## src/rtl/exec_pkg.sv

```systemverilog
// Shared definitions for the ARM execute-stage arithmetic block:
// ALU opcodes, immediate-source selectors and flag bit positions.
package exec_pkg;

    typedef enum logic [3:0] {
        ALU_AND = 4'h0,
        ALU_EOR = 4'h1,
        ALU_SUB = 4'h2,
        ALU_RSB = 4'h3,
        ALU_ADD = 4'h4,
        ALU_ADC = 4'h5,
        ALU_SBC = 4'h6,
        ALU_RSC = 4'h7,
        ALU_TST = 4'h8,
        ALU_TEQ = 4'h9,
        ALU_CMP = 4'hA,
        ALU_CMN = 4'hB,
        ALU_ORR = 4'hC,
        ALU_MOV = 4'hD,
        ALU_BIC = 4'hE,
        ALU_MVN = 4'hF
    } alu_op_e;

    typedef enum logic [1:0] {
        IMM_DP   = 2'b00,
        IMM_MEM  = 2'b01,
        IMM_BR   = 2'b10,
        IMM_ZERO = 2'b11
    } imm_src_e;

    localparam int FLAG_N = 3;
    localparam int FLAG_Z = 2;
    localparam int FLAG_C = 1;
    localparam int FLAG_V = 0;

    // Logical operations leave C and V untouched (they pass the stored bits through).
    function automatic logic is_logical_op(input alu_op_e op);
        case (op)
            ALU_AND, ALU_EOR, ALU_TST, ALU_TEQ,
            ALU_ORR, ALU_MOV, ALU_BIC, ALU_MVN: is_logical_op = 1'b1;
            default:                            is_logical_op = 1'b0;
        endcase
    endfunction

endpackage

```

## src/rtl/alu_core.sv

```systemverilog
// Combinational 16-operation ARM ALU with NZCV generation.
// Every arithmetic op runs through one 33-bit adder (x + y + cin);
// subtraction is x + ~y + cin so the carry-out reads as "no borrow".
module alu_core
    import exec_pkg::*;
(
    input  logic [31:0] src_a,
    input  logic [31:0] src_b,
    input  logic [3:0]  alu_control,
    input  logic        carry_in,
    input  logic        overflow_in,
    output logic [31:0] alu_result,
    output logic [3:0]  alu_flags
);

    alu_op_e     op;
    logic [31:0] add_x;
    logic [31:0] add_y;
    logic        add_cin;
    logic [32:0] add_sum;
    logic        add_v;

    assign op = alu_op_e'(alu_control);

    // Select adder operands: operand order and inversion encode SUB/RSB/SBC/RSC.
    always_comb begin
        add_x   = src_a;
        add_y   = src_b;
        add_cin = 1'b0;
        case (op)
            ALU_SUB, ALU_CMP: begin
                add_x   = src_a;
                add_y   = ~src_b;
                add_cin = 1'b1;
            end
            ALU_RSB: begin
                add_x   = src_b;
                add_y   = ~src_a;
                add_cin = 1'b1;
            end
            ALU_ADC: begin
                add_x   = src_a;
                add_y   = src_b;
                add_cin = carry_in;
            end
            ALU_SBC: begin
                add_x   = src_a;
                add_y   = ~src_b;
                add_cin = carry_in;
            end
            ALU_RSC: begin
                add_x   = src_b;
                add_y   = ~src_a;
                add_cin = carry_in;
            end
            default: begin
                add_x   = src_a;
                add_y   = src_b;
                add_cin = 1'b0;
            end
        endcase
    end

    assign add_sum = {1'b0, add_x} + {1'b0, add_y} + {32'b0, add_cin};
    // Signed overflow: adder inputs agree in sign but the sum does not.
    assign add_v   = (add_x[31] == add_y[31]) && (add_sum[31] != add_x[31]);

    // Result mux and flag generation.
    always_comb begin
        alu_result = add_sum[31:0];
        case (op)
            ALU_AND, ALU_TST: alu_result = src_a & src_b;
            ALU_EOR, ALU_TEQ: alu_result = src_a ^ src_b;
            ALU_ORR:          alu_result = src_a | src_b;
            ALU_MOV:          alu_result = src_b;
            ALU_BIC:          alu_result = src_a & ~src_b;
            ALU_MVN:          alu_result = ~src_b;
            default:          alu_result = add_sum[31:0];
        endcase

        alu_flags         = 4'b0000;
        alu_flags[FLAG_N] = alu_result[31];
        alu_flags[FLAG_Z] = (alu_result == 32'h0);
        if (is_logical_op(op)) begin
            alu_flags[FLAG_C] = carry_in;
            alu_flags[FLAG_V] = overflow_in;
        end else begin
            alu_flags[FLAG_C] = add_sum[32];
            alu_flags[FLAG_V] = add_v;
        end
    end

endmodule

```

## src/rtl/arm_exec_unit.sv

```systemverilog
// Execute-stage arithmetic block: PC+4/PC+8 incrementers, immediate
// extender, ALU (alu_core) and the NZCV flag register.
// Optional build macro ROT_IMM_EN: data-processing immediates are produced
// as ARM rotated immediates instead of a plain 8-bit zero-extension.
module arm_exec_unit
    import exec_pkg::*;
(
    input  logic        clk,
    input  logic        reset,
    input  logic [31:0] pc,
    output logic [31:0] pc_plus4,
    output logic [31:0] pc_plus8,
    input  logic [23:0] instr_imm,
    input  logic [1:0]  imm_src,
    output logic [31:0] ext_imm,
    input  logic [31:0] src_a,
    input  logic [31:0] src_b,
    input  logic [3:0]  alu_control,
    input  logic        flag_write,
    output logic [31:0] alu_result,
    output logic [3:0]  alu_flags,
    output logic [3:0]  stored_flags
);

    logic [31:0] dp_imm;

    assign pc_plus4 = pc + 32'd4;
    assign pc_plus8 = pc_plus4 + 32'd4;

`ifdef ROT_IMM_EN
    logic [4:0]  rot_amt;
    logic [63:0] rot_pair;

    // Rotate right by 2*rot: shift a doubled copy so wrapped bits fall into the low word.
    always_comb begin
        rot_amt  = {instr_imm[11:8], 1'b0};
        rot_pair = {24'h0, instr_imm[7:0], 24'h0, instr_imm[7:0]} >> rot_amt;
        dp_imm   = rot_pair[31:0];
    end
`else
    logic unused_rot;

    assign unused_rot = ^instr_imm[11:8];
    assign dp_imm     = {24'h0, instr_imm[7:0]};
`endif

    // Immediate extension by instruction class.
    always_comb begin
        ext_imm = 32'h0;
        case (imm_src_e'(imm_src))
            IMM_DP:   ext_imm = dp_imm;
            IMM_MEM:  ext_imm = {20'h0, instr_imm[11:0]};
            IMM_BR:   ext_imm = {{6{instr_imm[23]}}, instr_imm, 2'b00};
            IMM_ZERO: ext_imm = 32'h0;
            default:  ext_imm = 32'h0;
        endcase
    end

    alu_core u_alu_core (
        .src_a       (src_a),
        .src_b       (src_b),
        .alu_control (alu_control),
        .carry_in    (stored_flags[FLAG_C]),
        .overflow_in (stored_flags[FLAG_V]),
        .alu_result  (alu_result),
        .alu_flags   (alu_flags)
    );

    // Flag register: reset wins over flag_write; no same-cycle forwarding to the ALU.
    always_ff @(posedge clk) begin
        if (!reset) begin
            stored_flags <= 4'b0000;
        end else if (flag_write) begin
            stored_flags <= alu_flags;
        end
    end

endmodule

```

## config.mk

```make
export PLATFORM = sky130hd
export DESIGN_NAME = arm_exec_unit
export DESIGN_NICKNAME = d
export VERILOG_FILES = /design/src/rtl/exec_pkg.sv /design/src/rtl/alu_core.sv /design/src/rtl/arm_exec_unit.sv
export SDC_FILE = /design/constraint.sdc
export NUM_CORES = 1
export LEC_CHECK = 0
export ABC_CLOCK_PERIOD_IN_PS = 14930
export CAP_MARGIN = 25
export CORE_MARGIN = 2
export CORE_UTILIZATION = 45
export DETAILED_ROUTE_END_ITERATION = 10
export PLACE_DENSITY = 0.79
export SLEW_MARGIN = 40
export SYNTH_ARGS = -nofsm -noshare
export SYNTH_HDL_FRONTEND = slang
export SYNTH_SLANG_ARGS = --single-unit
```

## constraint.sdc

```tcl
create_clock -name clk -period 14.93 [get_ports clk]
set_input_delay 1.493 -clock clk [delete_from_list [all_inputs] [get_ports clk]]
set_output_delay 1.493 -clock clk [all_outputs]
set_load 0.03 [all_outputs]
```

# --- Word level (Yosys, flattened, before mapping) ---
# Memories as Yosys holds them, arrays and structs flattened.
# Cells that the tools add are included.
op_classes:
  n_reduce_logical: 10
  n_eq_ne: 18
  muxes: 6
  bitwise_logic: 6
  add_sub_neg: 4
op_table:
  columns: ["operator", "count"]
  rows:
  - ["32-bit one-hot mux with 6 select lines", 1]
  - ["32-bit one-hot mux with 4 select lines", 1]
  - ["32-bit by 3-bit adder with 32-bit output, second input constant", 2]
  - ["32-bit bitwise AND", 2]
  - ["32-bit NOT", 2]
  - ["32-bit one-hot mux with 2 select lines", 1]
  - ["32-bit by 32-bit adder with 33-bit output", 1]
  - ["33-bit by 1-bit adder with 33-bit output", 1]
  - ["32-bit zero test", 1]
  - ["32-bit two-way mux", 1]
  - ["32-bit bitwise OR", 1]
  - ["32-bit bitwise XOR", 1]
  - ["4-bit equality test, second input constant", 7]
  - ["4-bit by 3-bit equality test with 1-bit output, second input constant", 3]
  - ["3-bit OR reduction", 3]
  - ["4-bit by 2-bit equality test with 1-bit output, second input constant", 2]
  - ["2-bit OR reduction", 3]
  - ["2-bit equality test, second input constant", 2]
  - ["4-bit by 1-bit equality test with 1-bit output, second input constant", 1]
  - ["4-bit zero test", 1]
  - ["2-bit by 1-bit equality test with 1-bit output, second input constant", 1]
  - ["2-bit zero test", 1]
  - ["2-bit two-way mux", 1]
  - ["1-bit one-hot mux with 2 select lines", 1]
  - ["3 further kinds", 3]
totals:
  mem_bits_ro: 16
  out_inout_bits: 136
  register_bits: 4
  word_cells: 46
  n_memories: 1
mem_list:
  columns: ["name", "words", "word_bits", "read_ports", "rd_ports_with_merged_regs", "wr", "line", "rtl"]
  rows:
  - ["(no name shown)", 16, 1, 1, 0, 0, "exec_pkg.sv:38", "case (op)"]

# --- Logic depth before layout (Yosys ltp) ---
logic_depth:
  ltp_word: 8
  mapped_depth: 22

# --- Hierarchy ---
# A second synthesis with hierarchy kept.
unflattened:
  cells_unflattened: 1156
  hier_area_um2: 7161.9
by_module_without_submodules:
  columns: ["module", "seq_area_each_um2", "instances", "area_per_inst_um2", "cells_each"]
  rows:
  - ["alu_core", 0.0, 1, 5235.0, 877]
  - ["arm_exec_unit", 80.1, 1, 1926.8, 279]

# --- Worst setup path before layout ---
# Ideal clock, no wire load.
synth_timing:
  path_type: "input-to-output"
  from: "input alu_control[0]"
  to: "output alu_flags[2]"
  setup_slack_ps: 6790
  required_time_ps: 13437
  path_stages: 21
  t_arrival_ps: 6647
  path_cell_list: "buf_2 buf_1 nand2_1 or2_2 clkbuf_1 o21ai_1 clkbuf_1 nor2_1 a211oi_1 fa_1 inv_1 fa_1 a211oi_1 o211ai_1 nand2_1 xor2_1 o2111ai_1 or3b_2 nor4_1 nand4_1 nor3_1"
synth_via:
  elab_chain_cells: 7
  word_cells_on_any_way: 27
  classes_between: "add/sub (2); eq/ne (13); mux (4); reduce/logical (8)"
synth_rtl:
  columns: ["element", "line", "rtl"]
  rows:
  - ["start, declared", "arm_exec_unit.sv:18", "input logic [3:0] alu_control,"]
  - ["4-bit by 2-bit equality test with 1-bit output (tied with other cells)", "alu_core.sv:30", "case (op)"]
  - ["3-bit OR reduction (no line) or 2-bit OR reduction (tied branches)", null, null]
  - ["32-bit one-hot mux with 2 select lines or 32-bit two-way mux (tied branches)", "alu_core.sv:30", null]
  - ["32-bit by 32-bit adder with 33-bit output", "alu_core.sv:64", "assign add_sum = {1'b0, add_x} + {1'b0, add_y} + {32'b0, add_cin};"]
  - ["33-bit by 1-bit adder with 33-bit output", "alu_core.sv:64", null]
  - ["32-bit one-hot mux with 6 select lines *", "alu_core.sv:71", "case (op)"]
  - ["named net alu_result[8]", "arm_exec_unit.sv:20", "output logic [31:0] alu_result,"]
  - ["32-bit zero test *", "alu_core.sv:83", "alu_flags[FLAG_Z] = (alu_result == 32'h0);"]
  - ["end, declared", "arm_exec_unit.sv:21", "output logic [3:0] alu_flags,"]
# Mark *: on every way through the listed nets, which the timed path passes. The rest lies on a longest branch.

# --- Worst setup path in the final report ---
layout_timing:
  from: "input alu_control[0]"
  to: "output alu_flags[2]"
layout_via:
  elab_chain_cells: 7
  word_cells_on_any_way: 27
  classes_between: "add/sub (2); eq/ne (13); mux (4); reduce/logical (8)"
layout_rtl:
  columns: ["element", "line"]
  rows:
  - ["4-bit by 2-bit equality test with 1-bit output (tied with other cells)", "alu_core.sv:30"]
  - ["3-bit OR reduction (no line) or 2-bit OR reduction (tied branches)", null]
  - ["32-bit one-hot mux with 2 select lines or 32-bit two-way mux (tied branches)", "alu_core.sv:30"]
  - ["32-bit by 32-bit adder with 33-bit output", "alu_core.sv:64"]
  - ["33-bit by 1-bit adder with 33-bit output", "alu_core.sv:64"]
  - ["32-bit one-hot mux with 6 select lines *", "alu_core.sv:71"]
  - ["32-bit zero test *", "alu_core.sv:83"]
# Mark *: on every way between the ends. The rest lies on a longest branch, timed or not.

==> results.md <==
- Remaining Overflow, GRT: 0
- Core region area: 0.01577 sq mm
- Via total after detailed routing: 9495
- Register ranked first by flip-flop count: stored_flags
- Overall die area: 0.01704 sq mm
- Largest area contributor in the synthesized netlist: ha_1
- Placed cell count: 1585
- Largest fanout on the critical path: 71
- Number of buffers between clock root and the deepest sink: 2
- Mapped Area: 0.007207 sq mm
- Area growth, synth to finish: 36.46%
- Top Family by Delay on Critical Path: buffers and inverters
- Result of the run: complete, no violations
- Capture instance of the worst register-to-register path: stored_flags[2]
- Crit path max-delay cell type: clkinv_2
- Data required time of the worst path: 13.44 ns
- Termination of the worst setup path: alu_flags[2]
- Yosys cell types: 85
- Via density per instance: 5.979
- Stages on the worst setup path: 19
- Initial Utilization: 45.70%
- Total of cells resized after clock tree synthesis: 0
- Leading register cell type out of synthesis: dfxtp_1
- Count of warnings emitted by yosys: 0
- Maximum vdd ir drop: 34.22 uV
- Setup clock skew after layout: 0.002901 ns
- Most used standard cell by instance count after synthesis: nand2_1
- Syn Nets: 1380
- Number of diodes: 0
- Tmin final: 9.442 ns
- Num rows: 46
- Antenna Nets Post-Route: 0
- Slew HR: 43.25%
- First-pass DRT Iterations: 6
- Largest net degree at the start of global routing: 97
- Cell Chain, Critical Path: buf_2 > buf_4 > clkinv_2 > nand2_1 > nor2_2 > a211oi_1 > fa_1 > inv_1 > fa_1 > a211oi_1 > o21ai_0 > a22oi_1 > a2bb2oi_1 > xnor2_1 > o221ai_1 > nor4_2 > nand4_1 > nor3_1 > clkdlybuf4s50_1
- Fraction of post-synthesis cell area in the top cell type by area: 11.28%
- Number of filler cells placed in the layout: 1545
- IO Pins: 265
- Tightest Hold Check Type: reg -> reg
- Fin. max-slew vios: 0
- Post-cts hold buffer count: 0
- Final nets: 1570
- Reported max-cap violation count: 0
- Commonest cells in the netlist: 154 x nand2_1, 145 x o21ai_0, 107 x inv_1
- HP Start: stored_flags[3]
- DRC viols: 0
- Main area contributors after synthesis: ha_1 11%, o21ai_0 10%, nand2_1 8.0%
- Clock Tree Root: clkbuf_16
- Detailed placement HPWL: 21410 um
- GRT Overall Usage: 30.92%
- Number of levels in the clock H-tree: 1
- Critical path endpoint category: output port
- Number of buffers inserted by post-CTS setup repair: 0
- Slew at the pin closest to its max-slew limit: 0.8486 ns
- Max Clock Freq: 105.9 MHz
- Clock-pin slew reported for the worst setup and hold paths after clock tree synthesis: 0.03 ns
- Post-synth EDFFs: 0
- Period Utilization, post-route: 63.24%
- Sum of routed wire length over all layers: 27970 um
- Crit path DAT: 7.95 ns
- Number of cell instances on the worst register-to-register path: 14
- Buf+Inv Stages, Crit Path: 5
- X dimension of the die: 130.6 um
- Hold path depth: 2
- Startpoint class of the critical path: primary input
- Routed wirelength normalized by instance count: 17.61 um
- RePlAce Congestion: 1.028
- Number of buffers inserted during clock tree synthesis: 3
- Power density over cell area: 55.60 mW/mm^2
- Post-Layout Cell Count: 1588
- Final TNS setup: 0 ns
- Fraction of synthesis flops using an asynchronous set or reset pin: 0%
- Hold violation count in the final report: 0
- Flip-flop count of the largest register, all copies and words added: 4
- Worst skew pair latency: 0.23 ns
- Global-route wire length before repair: 43000 um
- Launch point of the critical path: alu_control[0]
- Yosys reg bits: 4
- Static power due to leakage: 0.004061 uW
- Die height: 130.6 um
- Final core utilization: 62.36%
- Post-synthesis sequential area ratio: 1.111%
- Share of post-route cells with drive strength above 1: 3.061%
- Cells after Synth: 1184
- Unrepaired setup endpoints after global routing: no
- Peak per-stage delay on the critical path: 0.82 ns
- Class of the most critical setup path: in -> out
- Setup violations, final: 0
- R2r startpoint: stored_flags[1]
- IO Port Bufs: 258
- Via count of the first global-routing pass: 8534
- DRC violation total after the first TritonRoute iteration: 805
- Number of antenna violations at the first check in global routing: 0
- TritonCTS clock tree: done
- Synth Area per Inst: 6.087 sq um
- Largest regs: stored_flags x4
- Number of sinks on the clock net: 4
- Reg-to-reg slack, setup: 10.82 ns
[layout by cell type, fill, tap and decap left out, types with 5 or more instances in the layout]
cell type        instances
nor4_1                   5
a21o_1                  10
and2_1                  20
o2111ai_1                6
nand3b_1                 6
a211oi_1                19
clkdlybuf4s50_1        257
nand2_1                154
nand2b_1                14
o31ai_1                 17
a31oi_1                 11
inv_1                  107
nor3_1                  40
buf_4                   11
o211ai_1                20
nor2_1                  71
o221ai_1                 5
o21ai_0                145
ha_1                    65
nand4_1                 14
or3_1                   10
nand3_1                 38
and3_1                  18
xnor2_1                 44
a21oi_1                 80
mux2i_1                 17
xor2_1                  25
or4_1                    6
nor2b_1                 13
o21a_1                  10
a22oi_1                 13
[power breakdown]
part	total (uW)	leakage [uW]	internal (uW)	switching [uW]
registers	12.2	0.0000329	11.5	0.700
clock network	42.5	0.0000370	34.3	8.23
logic	492	0.00399	196	296
[layer usage]
layer	share of wire, %	track usage (%)
met4	2.4	8.135
met1	41	40.81
met3	11	4.805
met5	0	0
met2	45	52.60
[worst reg2reg max path: stages, from the launching register on]
cell and delay (ns):
dfxtp_1 0.45, a21oi_1 0.11, o22a_1 0.20, fa_1 0.38, inv_1 0.08, fa_1 0.22
a211oi_1 0.12, o21ai_0 0.37, a22oi_1 0.23, a2bb2oi_1 0.54, xnor2_1 0.19, o221ai_1 0.19
nor4_2 0.37, nand4_1 0.28, o31ai_1 0.31
[kinds of logic after synthesis]
group                    count (synthesis)  share of synthesized area [%]
AO/OA/AOI/OAI                          395                          34.58
flip-flops                               4                          1.111
AND/OR/NAND/NOR                        438                          30.33
XOR/XNOR                                69                          8.385
multiplexers                            19                          2.674
buffers and inverters                  192                          11.08
adder cells (fa/ha/maj)                 67                          11.84
[final cells by class]
class	count	area, sq um	area share (%)
clock buffers	3	75.07	0.7634
repair buffers	269	2660	27.05
inverters	108	406.6	4.135
flip-flops and latches	4	80.08	0.8142
well taps	216	270.3	2.748
multi-input cells	988	6342	64.49
[through the flow]
| stage | worst slack, ns | hold slack (ns) | power [uW] | instance area, sq um |
|---|---|---|---|---|
| floorplan | 6.790 | 0.4785 | 319.0 | 7207 |
| global placement | 5.783 | 0.4847 | 489.9 | 9753 |
| detailed placement | 5.641 | 0.4827 | 493.5 | 9753 |
| CTS | 5.632 | 0.4853 | 538.8 | 9828 |
| global route | 5.216 | 0.5178 | 585.2 | 9834 |
| finish | 5.488 | 0.4820 | 546.8 | 9834 |
[worst min path at each step]
stage / to / slack [ns]
after floorplan: stored_flags[0] / 0.48
after global placement: stored_flags[3] / 0.48
after detailed placement: stored_flags[3] / 0.48
after CTS: stored_flags[3] / 0.49
after global routing: stored_flags[3] / 0.52
final: stored_flags[3] / 0.48
Note: power is estimated with default switching activity, not from simulation.
